[src/rtl/alu_exec_unit_pkg.sv]
// Shared widths, bus types and opcode encodings for the ALU execution unit
// and anything that drives or observes it.
package alu_exec_unit_pkg;

   localparam int DATA_BITS  = 32;
   localparam int TAG_BITS   = 4;
   localparam int OP_BITS    = 6;
   localparam int BTAG_BITS  = 4;

   typedef logic [DATA_BITS-1:0] DataBus;
   typedef logic [TAG_BITS-1:0]  TagBus;
   typedef logic [OP_BITS-1:0]   OpBus;
   typedef logic [BTAG_BITS-1:0] BranchTagBus;

   // A zero tag means "no producer", so it is never a valid destination.
   localparam TagBus tagFree = '0;

   localparam OpBus OP_NOP   = 6'd0;
   localparam OpBus OP_ADD   = 6'd1;
   localparam OpBus OP_SUB   = 6'd2;
   localparam OpBus OP_SLL   = 6'd3;
   localparam OpBus OP_SRL   = 6'd4;
   localparam OpBus OP_SRA   = 6'd5;
   localparam OpBus OP_SLT   = 6'd6;
   localparam OpBus OP_SLTU  = 6'd7;
   localparam OpBus OP_XOR   = 6'd8;
   localparam OpBus OP_OR    = 6'd9;
   localparam OpBus OP_AND   = 6'd10;
   localparam OpBus OP_LUI   = 6'd11;
   localparam OpBus OP_AUIPC = 6'd12;
   localparam OpBus OP_JAL   = 6'd13;
   localparam OpBus OP_JALR  = 6'd14;

endpackage

[src/rtl/alu_exec_unit_core.sv]
// Purely combinational integer datapath: (op, O, T, PC) -> result, plus a
// flag telling the caller whether the opcode produces anything at all.
module alu_core
   import alu_exec_unit_pkg::*;
#(
   parameter int DATA_W = DATA_BITS,
   parameter int OP_W   = OP_BITS
) (
   input  logic [OP_W-1:0]   op,
   input  logic [DATA_W-1:0] opO,
   input  logic [DATA_W-1:0] opT,
   input  logic [DATA_W-1:0] pc,
   output logic [DATA_W-1:0] result,
   output logic              hasResult
);

   localparam int SHAMT_W = $clog2(DATA_W);

   OpBus               opc;
   logic [SHAMT_W-1:0] shamt;

   assign opc   = OpBus'(op);
   assign shamt = opT[SHAMT_W-1:0];

   // NOP and any unlisted encoding fall into the default arm and report no result.
   always_comb begin
      result    = '0;
      hasResult = 1'b1;
      case (opc)
         OP_ADD:   result = opO + opT;
         OP_SUB:   result = opO - opT;
         OP_SLL:   result = opO << shamt;
         OP_SRL:   result = opO >> shamt;
         OP_SRA:   result = $unsigned($signed(opO) >>> shamt);
         OP_SLT:   result = DATA_W'($signed(opO) < $signed(opT));
         OP_SLTU:  result = DATA_W'(opO < opT);
         OP_XOR:   result = opO ^ opT;
         OP_OR:    result = opO | opT;
         OP_AND:   result = opO & opT;
         OP_LUI:   result = opT;
         OP_AUIPC: result = pc + opT;
         OP_JAL,
         OP_JALR:  result = pc + DATA_W'(4);
         default:  hasResult = 1'b0;
      endcase
   end

endmodule

[src/rtl/alu_exec_unit.sv]
// ALU execution end: computes the issued op, holds it in a one-entry result
// register and broadcasts it on the write-back bus under cdbGrant.
module alu_exec_unit
   import alu_exec_unit_pkg::*;
#(
   parameter int DATA_W = DATA_BITS,
   parameter int TAG_W  = TAG_BITS,
   parameter int OP_W   = OP_BITS,
   parameter int BTAG_W = BTAG_BITS
) (
   input  logic              clk,
   input  logic              rst,
   input  logic              issueEn,
   input  logic [DATA_W-1:0] issueOpO,
   input  logic [DATA_W-1:0] issueOpT,
   input  logic [OP_W-1:0]   issueOp,
   input  logic [TAG_W-1:0]  issueTagW,
   input  logic [DATA_W-1:0] issuePC,
   input  logic [BTAG_W-1:0] issueBTag,
   input  logic              cdbGrant,
   input  logic              bFreeEn,
   input  logic [1:0]        bFreeNum,
   input  logic              misTaken,
   output logic              aluBusy,
   output logic              wbEn,
   output logic [TAG_W-1:0]  wbTag,
   output logic [DATA_W-1:0] wbData,
   output logic [BTAG_W-1:0] wbBTag,
   output logic              protErr
);

   logic              rValid;
   logic [TAG_W-1:0]  rTag;
   logic [DATA_W-1:0] rData;
   logic [BTAG_W-1:0] rBTag;
   logic              rProtErr;

   logic              nValid;
   logic [TAG_W-1:0]  nTag;
   logic [DATA_W-1:0] nData;
   logic [BTAG_W-1:0] nBTag;
   logic              nProtErr;

   logic [DATA_W-1:0] coreResult;
   logic              coreHasResult;

   logic              branchKill;
   logic              branchResolve;
   logic [BTAG_W-1:0] clearMask;
   logic [BTAG_W-1:0] heldBTag;
   logic [BTAG_W-1:0] incomingBTag;
   logic              heldKilled;
   logic              incomingKilled;
   logic              slotOpen;

   alu_core #(
      .DATA_W (DATA_W),
      .OP_W   (OP_W)
   ) uCore (
      .op        (issueOp),
      .opO       (issueOpO),
      .opT       (issueOpT),
      .pc        (issuePC),
      .result    (coreResult),
      .hasResult (coreHasResult)
   );

   assign branchKill     = bFreeEn & misTaken;
   assign branchResolve  = bFreeEn & ~misTaken;
   assign clearMask      = BTAG_W'(1) << bFreeNum;
   assign heldKilled     = branchKill & rBTag[bFreeNum];
   assign incomingKilled = branchKill & issueBTag[bFreeNum];
   assign heldBTag       = branchResolve ? (rBTag & ~clearMask) : rBTag;
   assign incomingBTag   = branchResolve ? (issueBTag & ~clearMask) : issueBTag;
   assign slotOpen       = ~rValid | cdbGrant;

   // A grant drains the entry; a new op refills it in the same cycle so
   // back-to-back results go out without a bubble. Killed entries drop out
   // on this edge even if they were granted, the ROB filters by tag.
   always_comb begin
      nValid   = rValid & ~cdbGrant & ~heldKilled;
      nTag     = rTag;
      nData    = rData;
      nBTag    = heldBTag;
      nProtErr = rProtErr | (issueEn & rValid & ~cdbGrant);
      if (issueEn & slotOpen & coreHasResult & ~incomingKilled) begin
         nValid = 1'b1;
         nTag   = issueTagW;
         nData  = coreResult;
         nBTag  = incomingBTag;
      end
   end

   always_ff @(posedge clk) begin
      if (rst) begin
         rValid   <= 1'b0;
         rTag     <= TAG_W'(tagFree);
         rData    <= '0;
         rBTag    <= '0;
         rProtErr <= 1'b0;
      end else begin
         rValid   <= nValid;
         rTag     <= nTag;
         rData    <= nData;
         rBTag    <= nBTag;
         rProtErr <= nProtErr;
      end
   end

   assign aluBusy = rValid & ~cdbGrant;
   assign wbEn    = rValid;
   assign wbTag   = rTag;
   assign wbData  = rData;
   assign wbBTag  = rBTag;
   assign protErr = rProtErr;

endmodule

[config.mk]
export PLATFORM = sky130hd
export DESIGN_NAME = alu_exec_unit
export DESIGN_NICKNAME = d
export VERILOG_FILES = /design/src/rtl/alu_exec_unit_pkg.sv /design/src/rtl/alu_exec_unit_core.sv /design/src/rtl/alu_exec_unit.sv
export SDC_FILE = /design/constraint.sdc
export NUM_CORES = 1
export LEC_CHECK = 0
export CAP_MARGIN = 20
export CORE_MARGIN = 2
export CORE_UTILIZATION = 26
export CTS_BUF_LIST = sky130_fd_sc_hd__clkbuf_4
export CTS_CLUSTER_SIZE = 20
export DETAILED_ROUTE_END_ITERATION = 12
export PLACE_DENSITY_LB_ADDON = 0.15
export SYNTH_ARGS = -nofsm -noshare
export SYNTH_HDL_FRONTEND = slang
export SYNTH_SLANG_ARGS = --single-unit
[constraint.sdc]
create_clock -name clk -period 6.02 [get_ports clk]
set_input_delay 1.204 -clock clk [delete_from_list [all_inputs] [get_ports clk]]
set_output_delay 1.204 -clock clk [all_outputs]
set_load 0.1 [all_outputs]
## Yosys cells after proc, flatten, opt, wreduce, memory -nomap -nowiden

Index checks and enable logic that the tools add are counted.
Widths: inputs -> output; s select.

- Register bits: 42

- Add/sub/neg operators: 4
- Order comparisons: 3
- Eq/ne operators: 14
- Shift-type cells: 4
- Mux-type cells: 10
- Bitwise logic cells: 24
- Reductions and logical operators: 3

Operators by type and width:

| operator | count |
|---|---|
| $pmux 32 s13 | 1 |
| $add 32x32->32 | 2 |
| $lt 32x32->1 | 2 |
| $eq 6x4->1 const B | 7 |
| $add 32x3->32 const B | 1 |
| $and 32x32->32 | 1 |
| $or 32x32->32 | 1 |
| $shl 32x5->32 | 1 |
| $shr 32x5->32 | 1 |
| $sshr 32x5->32 | 1 |
| $sub 32x32->32 | 1 |
| $xor 32x32->32 | 1 |
| $eq 6x3->1 const B | 4 |
| $reduce_or 14->1 | 1 |
| $eq 6x2->1 const B | 2 |
| $mux 4 | 3 |
| $and 1x1->1 | 11 |
| $and 4x4->4 | 2 |
| $eq 6x1->1 const B | 1 |
| $not 1->1 | 5 |
| $bmux 1 s2 | 2 |
| $mux 1 | 4 |
| $not 4->4 | 1 |
| $shl 1x2->4 const A | 1 |
| 4 further kinds | 5 |

## Longest topological paths before layout

Gate-level depths: netlist of the first run.

- Depth in word-level cells: 6
- Gate-level depth with buffers: 16
- Mapped depth without buffers: 13

## By module

A second synthesis of the first run with hierarchy kept.

- Cell total of the unflattened synthesis: 1735
- Area total of the unflattened synthesis: 12438.2 um^2

Modules (own cells, without submodules):

| module | instances | cells an instance | area each (um^2) | sequential area each (um^2) |
|---|---|---|---|---|
| alu_core | 1 | 1530 | 10712.8 | 0.0 |
| alu_exec_unit | 1 | 205 | 1725.4 | 840.8 |

## Worst setup path before layout of the first run

OpenSTA, ideal clock, no wires.

- Path type: input to register
- Start point: input issueOp[0]
- End point: register rData[25] (netlist: wbData[25])
- Library setup time: 0.122 ns
- Data arrival time: 4.380 ns
- Required time: 5.898 ns
- Slack: 1.518 ns
- Stages: 14
- Buffers on the path: 2
- Cells stage by stage: buf_2 > nor2_1 > nand4_1 > clkbuf_1 > mux2_2 > ha_1 > a21o_1 > a21o_1 > a311o_1 > a2111o_1 > o21ai_1 > xnor2_1 > a211oi_1 > a21oi_1

- Word-level cells in the longest chain between the ends: 5
- Elaborated cells between the ends (all ways): 20
- Classes of those cells: eq/ne (14); mux (2); bitwise (2); reduce/logical (2)

RTL lines:

| what | line | RTL |
|---|---|---|
| from (decl) | alu_exec_unit.sv:16 | `input logic [OP_W-1:0] issueOp,` |
| $eq 6x1->1 (tied with other cells) | alu_exec_unit_core.sv:29 | `case (opc)` |
| $reduce_or 14->1 (no line) | - |  |
| $mux 1 | alu_exec_unit_core.sv:29 |  |
| $and 1x1->1 (2 in series) | alu_exec_unit.sv:86 | `if (issueEn & slotOpen & coreHasResult & ~incomingKilled) begin` |
| to (signal assigned) | alu_exec_unit.sv:104 | `rData <= nData;` |
| to (decl) | alu_exec_unit.sv:34 | `logic [DATA_W-1:0] rData;` |

Parallel ways exist; a longest one is shown, timed or not.
A chain may end at the register's enable or synchronous reset.

## Worst setup path after layout of the first run

- Start point: input issueOp[4]
- End point: register rData[25] (netlist: wbData[25])

The elaborated chain is that of the path after synthesis.

==> results of run 1 <==
## power groups by stage
stage               clock, mW  combinational (mW)  sequential (mW)
finish                  0.209                1.22            0.301
global route            0.226                1.31            0.303
CTS                     0.214                1.20            0.301
detailed placement          0                1.20            0.307
global placement            0                1.20            0.307
floorplan                   0               0.662            0.398
## synthesized netlist by cell type, types with 36 or more instances
| cell | count | area [sq um] |
|---|---|---|
| a21oi_1 | 120 | 601 |
| clkbuf_1 | 67 | 251 |
| dfxtp_1 | 42 | 841 |
| ha_1 | 136 | 1700 |
| inv_1 | 105 | 394 |
| mux2_2 | 49 | 552 |
| mux2i_1 | 47 | 470 |
| mux4_2 | 48 | 1080 |
| nand2_1 | 144 | 541 |
| nand3_1 | 43 | 215 |
| nor2_1 | 177 | 664 |
| nor3_1 | 36 | 180 |
| o21ai_0 | 97 | 485 |
| xnor2_1 | 40 | 350 |
## placed cells by master (no fill, tap or decap), types with 14 or more instances in the layout
master	n
a211oi_1	24
a21o_1	17
a21oi_1	120
a221oi_1	22
a22oi_1	25
a31oi_1	23
and2_1	15
buf_4	53
clkdlybuf4s50_1	156
dfxtp_1	42
ha_1	136
inv_1	105
mux2_2	49
mux2i_1	47
mux4_2	48
nand2_1	144
nand3_1	43
nand4_1	19
nor2_1	177
nor2b_1	15
nor3_1	36
o2111ai_1	20
o211ai_1	20
o21ai_0	97
o31ai_1	14
or3_1	15
xnor2_1	40
xor2_1	26
## layer usage
metal  global-route usage [%]  wire [microns]  up-vias  part of all wire, %
met4                     10.9            2920        2                  4.4
met5                        0              12        -                0.018
met1                     36.4           29600     7089                   44
li1                         -               -     6487                    -
met2                     40.6           29000      755                   43
met3                     4.14            5220      119                  7.8
## cell families after synthesis
group / after synthesis / synth area share (%)
muxes: 152 / 18.4
AOI/OAI and AO/OA: 506 / 27.6
xor gates and xnor gates: 66 / 4.63
DFF: 42 / 6.74
buffers and inverters: 222 / 7.45
adders and majority gates: 138 / 14.0
and+or+nand+nor: 549 / 21.2
## through the flow
stage | worst slack (ns) | total power, mW | hold slack [ns] | std cells
2_1_floorplan | 1.52 | 1.06 | 0.887 | 1675
3_3_place_gp | 0.234 | 1.50 | 0.443 | 2387
3_5_place_dp | 0.228 | 1.50 | 0.450 | 2388
4_1_cts | 0.701 | 1.72 | 0.472 | 2396
5_1_grt | 0.455 | 1.83 | 0.498 | 2398
6_report | 0.664 | 1.73 | 0.467 | 2398
## final cells by class
class | count | area (sq um)
Antenna cell | 2 | 5.00
Clock buffer | 5 | 37.5
Clock inverter | 3 | 25.0
Fill cell | 5081 | 32800
Inverter | 107 | 402
Multi-Input combinational cell | 1411 | 10700
Sequential cell | 42 | 841
Tap cell | 615 | 769
Timing Repair Buffer | 213 | 2000
## state kept, by name, summed over array words and instances (netlist names)
name,count
protErr,1
wbData,32
wbTag,4
wbEn,1
wbBTag,4
## final timing paths
| check | slack (ns) | from | cells after the start | to |
|---|---|---|---|---|
| min reg2reg | 0.47 | wbTag[0] | 2 | wbTag[0] |
| max reg2reg | 2.56 | wbEn | 8 | wbData[28] |
| max | 0.66 | issueOp[4] | 14 | wbData[25] |
| min | 0.47 | wbTag[0] | 2 | wbTag[0] |
## worst max-delay path: cells and delay by family
family                   cells  cell delay, ns
AO/OA/AOI/OAI                4            1.54
XOR/XNOR                     1            0.20
AND/OR/NAND/NOR              5            0.74
buffers and inverters        2            1.14
multiplexers                 1            0.40
adder cells (fa/ha/maj)      1            0.43
==> flow_metrics.env, run 1 <==
export IMPL_drv_cap=0
export IMPL_start_util_pct=26.3
export IMPL_wl_microns=66800
export IMPL_cts_buffer_depth=2
export IMPL_final_max_slew_viol_count=0
export IMPL_antenna_left=0
export IMPL_grt_pass1_vias=13800
export IMPL_cts_buffers=5
export IMPL_overflow=0
export IMPL_p_int_mw=0.789
export IMPL_clk_pin_slew_ns=0.18
export IMPL_wl_per_cell_microns=27.8
export IMPL_cpMaxStageDelayCell="clkdlybuf4s50_1"
export IMPL_end_kind="flop"
export IMPL_hold_viol=0
export IMPL_period_share_pct=89.0
export IMPL_drive_gt1_share_pct=11.1
export IMPL_post_cts_resized=0
export IMPL_place_congestion=0.942
export IMPL_syn2layout_area_growth_pct=18.5
export IMPL_synth_cell_types=89
export IMPL_cp_max_fo=34
export IMPL_max_freq_mhz=187
export IMPL_cts_tree="built"
export IMPL_hpwl_microns=52200
export IMPL_antenna_found_initial=4
export IMPL_insertion_delay_ns=0.51
export IMPL_root_buffer="clkbuf_4"
export IMPL_seq_power_share_pct=17.3
export IMPL_viasPerCell=6.03
export IMPL_gr_usage_all_layers_pct=26.3
export IMPL_die_x_microns=223
export IMPL_synthArstFlopShare_pct=0
export IMPL_h_tree_depth=2
export IMPL_fin_util_pct=31.1
export IMPL_setup_viol=0
export IMPL_clkPwrFrac_pct=12.1
export IMPL_rows=80
export IMPL_ys_seq_area_share_pct=6.74
export IMPL_p_sw_share_pct=54.5
export IMPL_design_area_sq_mm=0.0148
export IMPL_worstPathRequired_ns=6.38
export IMPL_power_leakage_nw=5.69
export IMPL_ios=161
export IMPL_grt_pass1_wl_microns=97000
export IMPL_syn_nets=1931
export IMPL_grt_max_degree=67
export IMPL_period_needed_ns=5.36
export IMPL_min_path_type="flop to flop"
export IMPL_synth_ff_type="dfxtp_1"
export IMPL_cts_hold_fix_buffers=0
export IMPL_max_stage_delay_ns=0.71
export IMPL_fin_worst_skew_ns=0.0630
export IMPL_firstDrtPassIters=6
export IMPL_combPwrFrac_pct=70.6
export IMPL_dieArea_sq_mm=0.0498
export IMPL_crit_type="primary input to flop"
export IMPL_post_cts_buffers=0
export IMPL_outcome="complete, no violations"
export IMPL_syn_inst=1675
export IMPL_critPathLaunchType="primary input"
export IMPL_slew_headroom_pct=29.0
export IMPL_placed_cell_area_sq_mm=0.0147
export IMPL_io_buffer_count=160
export IMPL_chipHeight_microns=223
export IMPL_cp_common_cell="nor2_1"
export IMPL_worstMarginPinSlew_ns=1.06
export IMPL_rsz0062_at_grt="no"
export IMPL_synth_warnings=0
export IMPL_syn_area_sq_mm=0.0125
export IMPL_dr_first_iter_drc_count=1651
export IMPL_core_area_sq_mm=0.0475
export IMPL_ir_drop_v=0.0000609
export IMPL_vias=14500
export IMPL_cp_cell_sequence="clkdlybuf4s50_1 > nor2_1 > nand4_1 > buf_4 > mux2_2 > ha_1 > nand2_1 > nor2_1 > nand3_1 > o41ai_1 > o21ai_1 > xnor2_1 > a211oi_1 > a21oi_1"
export IMPL_tns_ns=0
export IMPL_cp_arrival_ns=5.71
export IMPL_synth_enable_flop_cells=0
export IMPL_ys_ff_latch=42
export IMPL_finalNetCount=2036
export IMPL_drc=0
export IMPL_power_switching_mw=0.945
export IMPL_syn_area_per_cell_sq_um=7.45
export IMPL_cts_sinks=42
export IMPL_powerDensity_mw_per_mm2=117
No activity file was read; power rests on OpenSTA's default activity.
==> run 2, diff against run 1 <==
--- a/config.mk
+++ b/config.mk
@@ -5,6 +5,7 @@
 export SDC_FILE = /design/constraint.sdc
 export NUM_CORES = 1
 export LEC_CHECK = 0
+export ABC_AREA = 0
 export CAP_MARGIN = 20
 export CORE_MARGIN = 2
 export CORE_UTILIZATION = 26
@@ -12,6 +13,7 @@
 export CTS_CLUSTER_SIZE = 20
 export DETAILED_ROUTE_END_ITERATION = 12
 export PLACE_DENSITY_LB_ADDON = 0.15
+export REMOVE_ABC_BUFFERS = 1
 export SYNTH_ARGS = -nofsm -noshare
 export SYNTH_HDL_FRONTEND = slang
 export SYNTH_SLANG_ARGS = --single-unit
==> constraint.sdc (replaced) <==
create_clock -name clk -period 4.6 [get_ports clk]
set_input_delay 0.92 -clock clk [delete_from_list [all_inputs] [get_ports clk]]
set_output_delay 0.92 -clock clk [all_outputs]
set_load 0.1 [all_outputs]
==> run 2 against run 1 <==
Against the previous run:
- core utilization rose by 3.0 points
- die area did not move
- count of clock-buffer cells in the layout rose by 2
- clock skew fell by 0.050 ns
- first-iteration DRC count fell by 9.4%
- clock power rose by 56%
- final area rose by 9.5%
- sequential cell count did not move
==> flow_metrics.env, run 2 (synthesized netlist as in run 1, its figures left out) <==
export IMPL_outcome="complete, no violations"
export IMPL_ir_drop_v=0.0000898
export IMPL_wl_microns=68300
export IMPL_fin_cells=2574
export IMPL_grt_pass1_wl_microns=99500
export IMPL_place_congestion=0.968
export IMPL_post_cts_resized=1
export IMPL_h_tree_depth=2
export IMPL_period_needed_ns=4.42
export IMPL_hold_path_startpoint="wbTag[2]"
export IMPL_design_area_sq_mm=0.0162
export IMPL_ios=161
export IMPL_hold_ws_ns=0.472
export IMPL_cts_buffers=5
export IMPL_max_freq_mhz=226
export IMPL_grt_max_degree=60
export IMPL_root_buffer="clkbuf_4"
export IMPL_worst_slack_ns=0.181
export IMPL_critPathLaunchType="primary input"
export IMPL_hpwl_microns=54900
export IMPL_tns_ns=0
export IMPL_period_share_pct=96.1
export IMPL_largest_register_ffs=32
export IMPL_cp_arrival_ns=4.83
export IMPL_io_buffer_count=160
export IMPL_rows=80
export IMPL_hold_viol=0
export IMPL_cts_buffer_depth=2
export IMPL_power_leakage_nw=6.58
export IMPL_fin_worst_skew_ns=0.0126
export IMPL_drc=0
export IMPL_wl_per_cell_microns=26.5
export IMPL_place_ws_ns=-0.596
export IMPL_vias=15000
export IMPL_antenna_found_initial=3
export IMPL_syn2layout_area_growth_pct=29.8
export IMPL_die_x_microns=223
export IMPL_final_common_cell="buf_4"
export IMPL_dieArea_sq_mm=0.0498
export IMPL_overflow=0
export IMPL_antenna_left=0
export IMPL_cp_max_fo=15
export IMPL_clk_pin_slew_ns=0.17
export IMPL_post_cts_buffers=0
export IMPL_core_area_sq_mm=0.0475
export IMPL_r2r_start="wbEn"
export IMPL_crit_type="primary input to flop"
export IMPL_finalNetCount=2211
export IMPL_end_kind="flop"
export IMPL_setup_viol=0
export IMPL_worstPathRequired_ns=5.01
export IMPL_rsz0062_at_grt="no"
export IMPL_cts_hold_fix_buffers=0
export IMPL_final_max_slew_viol_count=0
export IMPL_gr_usage_all_layers_pct=26.9
export IMPL_firstDrtPassIters=6
export IMPL_power_total_mw=2.48
export IMPL_critPathLaunch="issueOp[0]"
export IMPL_mostFrequentLayoutCells="223 x buf_4, 177 x nor2_1, 155 x clkdlybuf4s50_1"
export IMPL_dp_cells=2563
export IMPL_drive_gt1_share_pct=19.2
export IMPL_slew_headroom_pct=31.6
export IMPL_worstMarginPinSlew_ns=1.02
export IMPL_min_path_type="flop to flop"
export IMPL_nFillCells=5094
export IMPL_dr_first_iter_drc_count=1495
export IMPL_start_util_pct=26.3
export IMPL_placed_cell_area_sq_mm=0.0161
export IMPL_cts_sinks=42
export IMPL_drv_cap=0
export IMPL_fin_util_pct=34.1
export IMPL_chipHeight_microns=223
export IMPL_insertion_delay_ns=0.51
export IMPL_cts_tree="built"
export IMPL_grt_pass1_vias=14400
export IMPL_powerDensity_mw_per_mm2=153
export IMPL_viasPerCell=5.82
[run 2: layout make-up]
| type | count | area [sq um] | area share, % |
|---|---|---|---|
| Multi-Input combinational cell | 1411 | 10700 | 66.2 |
| Tap cell | 615 | 769 | 4.75 |
| Clock buffer | 7 | 52.6 | 0.324 |
| Clock inverter | 1 | 30.0 | 0.185 |
| Sequential cell | 42 | 841 | 5.19 |
| Inverter | 107 | 402 | 2.48 |
| Timing Repair Buffer | 388 | 3370 | 20.8 |
| Antenna cell | 3 | 7.51 | 0.0463 |
[run 2: critical path: stages]
cell             delay (ns)
clkdlybuf4s50_1        0.49
nor2_1                 0.08
nand4_1                0.16
buf_6                  0.28
buf_4                  0.30
mux2_2                 0.37
ha_1                   0.36
nand2_1                0.11
nor2_1                 0.19
nand3_1                0.14
o41ai_2                0.50
buf_4                  0.20
o21ai_1                0.09
buf_4                  0.16
xnor2_1                0.13
a211oi_1               0.25
a21oi_1                0.09
[run 2: power by group]
part / internal (mW) / switching, mW
clock network: 0.127 / 0.199
registers: 0.382 / 0.0124
logic: 0.713 / 1.05
total: 1.22 / 1.26
[run 2: path summary, 6_finish.rpt]
path / endpoint / cells past startpoint / slack [ns]
max: wbData[25] / 17 / 0.18
min: wbTag[2] / 2 / 0.47
max reg2reg: wbData[21] / 9 / 1.89
min reg2reg: wbTag[2] / 2 / 0.47
[run 2: routing by layer]
layer	vias to the layer above	global-route usage, %	share of wire (%)
li1	6846	-	-
met1	7369	37.6	45
met3	85	4.27	7.6
met4	2	7.43	2.5
met5	-	0	0.019
met2	683	42.7	44
==> run 3, diff against run 2 <==
--- a/config.mk
+++ b/config.mk
@@ -5,15 +5,17 @@
 export SDC_FILE = /design/constraint.sdc
 export NUM_CORES = 1
 export LEC_CHECK = 0
-export ABC_AREA = 0
+export ABC_AREA = 1
 export CAP_MARGIN = 20
 export CORE_MARGIN = 2
 export CORE_UTILIZATION = 26
 export CTS_BUF_LIST = sky130_fd_sc_hd__clkbuf_4
 export CTS_CLUSTER_SIZE = 20
 export DETAILED_ROUTE_END_ITERATION = 12
+export GPL_ROUTABILITY_DRIVEN = 0
 export PLACE_DENSITY_LB_ADDON = 0.15
 export REMOVE_ABC_BUFFERS = 1
 export SYNTH_ARGS = -nofsm -noshare
 export SYNTH_HDL_FRONTEND = slang
+export SYNTH_HIERARCHICAL = 1
 export SYNTH_SLANG_ARGS = --single-unit
==> run 3 against run 2 <==
Against the previous run:
- first-iteration DRC count up 83%
- register-to-register slack gained 1.4 ns
- total power shrank 1.5%
- core utilization shrank 2.5 points
- critical endpoint is now wbData[17]
==> flow_metrics.env, run 3 <==
export IMPL_antennaDiodeCount=0
export IMPL_synthArstFlopShare_pct=0
export IMPL_post_cts_buffers=0
export IMPL_start_util_pct=26.4
export IMPL_core_area_sq_mm=0.0540
export IMPL_rsz0062_at_grt="no"
export IMPL_cts_sinks=42
export IMPL_yosysTopAreaCell="nand2_1"
export IMPL_fin_worst_skew_ns=0.0344
export IMPL_firstDrtPassIters=6
export IMPL_grt_max_degree=82
export IMPL_cts_buffers=5
export IMPL_r2r_start="wbEn"
export IMPL_dieArea_sq_mm=0.0567
export IMPL_worst_slack_ns=0.319
export IMPL_final_common_cell="nand2_1"
export IMPL_cp_num_buf_inv=6
export IMPL_vias=19600
export IMPL_period_share_pct=93.1
export IMPL_hold_ws_ns=0.505
export IMPL_synth_ff_type="dfxtp_1"
export IMPL_cp_arrival_ns=4.66
export IMPL_ios=161
export IMPL_finalNetCount=3246
export IMPL_final_max_slew_viol_count=0
export IMPL_grt_pass1_vias=18200
export IMPL_syn2layout_area_growth_pct=19.8
export IMPL_cpMaxStageDelayCell="clkdlybuf4s50_1"
export IMPL_overflow=0
export IMPL_ys_ff_latch=42
export IMPL_rows=85
export IMPL_crit_type="primary input to flop"
export IMPL_grt_pass1_wl_microns=115000
export IMPL_h_tree_depth=2
export IMPL_yosys_top_cells_area="nand2_1 25%, nand3_1 17%, ha_1 12%"
export IMPL_setup_viol=0
export IMPL_outcome="complete, no violations"
export IMPL_worstPathRequired_ns=4.98
export IMPL_hpwl_microns=66200
export IMPL_max_freq_mhz=234
export IMPL_cp_cell_sequence="clkdlybuf4s50_1 > nor2_8 > nand3_2 > buf_12 > buf_12 > buf_12 > nand2_1 > o21ai_0 > ha_1 > nand2_1 > nor2_2 > nand3_1 > nand3b_1 > buf_4 > nand2_1 > nand2_1 > nand2_1 > a21oi_1 > nor2_1 > nand2_1 > inv_1 > nand3_1 > nand2_1 > nor2_1"
export IMPL_powerDensity_mw_per_mm2=144
export IMPL_cp_top_family="simple AND/OR/NAND/NOR gates"
export IMPL_dp_cells=3679
export IMPL_wl_per_cell_microns=21.6
export IMPL_die_x_microns=238
export IMPL_period_needed_ns=4.28
export IMPL_dr_first_iter_drc_count=2742
export IMPL_fin_util_pct=31.6
export IMPL_critPathLaunch="issueOp[5]"
export IMPL_power_leakage_nw=8.92
export IMPL_insertion_delay_ns=0.42
export IMPL_synth_enable_flop_cells=0
export IMPL_hold_path_startpoint="wbData[7]"
export IMPL_io_buffer_count=160
export IMPL_mostFrequentLayoutCells="943 x nand2_1, 495 x nand3_1, 386 x inv_1"
export IMPL_syn_inst=2818
export IMPL_synth_commonest_cells="943 x nand2_1, 496 x nand3_1, 386 x inv_1"
export IMPL_chipHeight_microns=238
export IMPL_antenna_left=0
export IMPL_gr_usage_all_layers_pct=27.0
export IMPL_place_ws_ns=-0.153
export IMPL_min_path_type="flop to flop"
export IMPL_ys_seq_area_share_pct=5.91
export IMPL_synth_most_common_cell="nand2_1"
export IMPL_wl_microns=79600
export IMPL_clk_pin_slew_ns=0.21
export IMPL_syn_area_sq_mm=0.0142
export IMPL_synth_cell_types=52
export IMPL_end_kind="flop"
export IMPL_syn_area_per_cell_sq_um=5.05
export IMPL_cp_common_cell="nand2_1"
export IMPL_slew_headroom_pct=25.7
export IMPL_ir_drop_v=0.000101
export IMPL_drv_cap=0
export IMPL_cts_tree="built"
export IMPL_synth_warnings=6
export IMPL_cp_max_fo=20
export IMPL_drc=0
export IMPL_cts_buffer_depth=2
export IMPL_max_stage_delay_ns=0.50
export IMPL_drive_gt1_share_pct=5.92
export IMPL_viasPerCell=5.32
export IMPL_antenna_found_initial=1
export IMPL_nFillCells=6210
export IMPL_synth_top_cell_area_share_pct=24.9
export IMPL_worstMarginPinSlew_ns=1.11
export IMPL_root_buffer="clkbuf_4"
export IMPL_fin_cells=3687
export IMPL_critPathLaunchType="primary input"
export IMPL_hold_viol=0
export IMPL_largest_register_ffs=32
-- run 3: routing by layer --
metal | vias to the layer above | wire length (microns) | track usage, %
met4 | 0 | 3130 | 9.36
li1 | 9380 | - | -
met1 | 9191 | 33800 | 36.0
met5 | - | 0 | 0
met2 | 913 | 36000 | 45.2
met3 | 129 | 6700 | 2.95
-- run 3: worst paths after layout --
check | slack, ns | endpoint | depth (start not counted)
max reg2reg | 3.24 | wbData[20] | 6
max | 0.32 | wbData[17] | 24
min | 0.50 | wbData[7] | 2
min reg2reg | 0.50 | wbData[7] | 2
-- run 3: what timing repair did --
action,4_1_cts,5_1_grt
hold endpoints to repair,0,0
gates resized for setup,0,1
hold buffers,0,0
endpoints found under the setup margin,0,1
-- run 3: where the power goes --
group          internal [mW]  leakage, nW  switching, mW
clock network         0.0614       0.0278          0.171
registers              0.389        0.342         0.0193
logic                  0.563         8.55           1.25
-- run 3: through the flow --
step	instance area [sq um]	power, mW	setup TNS [ns]
2_1_floorplan	13700	1.46	-71.43
6_report	17100	2.45	0
5_1_grt	17100	2.63	0
3_5_place_dp	17000	2.18	-0.268
4_1_cts	17100	2.42	0
3_3_place_gp	17000	2.18	-0.365
-- run 3: final cells by class --
type | instances | area, sq um | share of cell area [%]
timing repair buffer | 265 | 2460 | 14.4
sequential | 42 | 841 | 4.93
multi-input combinational | 2272 | 11300 | 66.3
clock inverter | 3 | 23.8 | 0.139
inverter | 404 | 1520 | 8.90
clock buffer | 5 | 37.5 | 0.220
tap | 696 | 871 | 5.10
-- run 3: cells by family after synthesis --
group | count (synthesis) | synth area share (%)
flops | 42 | 5.91
simple gates | 1844 | 55.6
buf+inv | 504 | 14.8
xor+xnor | 8 | 0.492
fa+ha+maj | 138 | 12.2
compound gates | 282 | 11.0
-- run 3: tightest hold or removal path, cell delays in order, from the launching register on --
cell     delay (ns)
dfxtp_1        0.36
a21oi_1        0.04
nor2_1         0.08
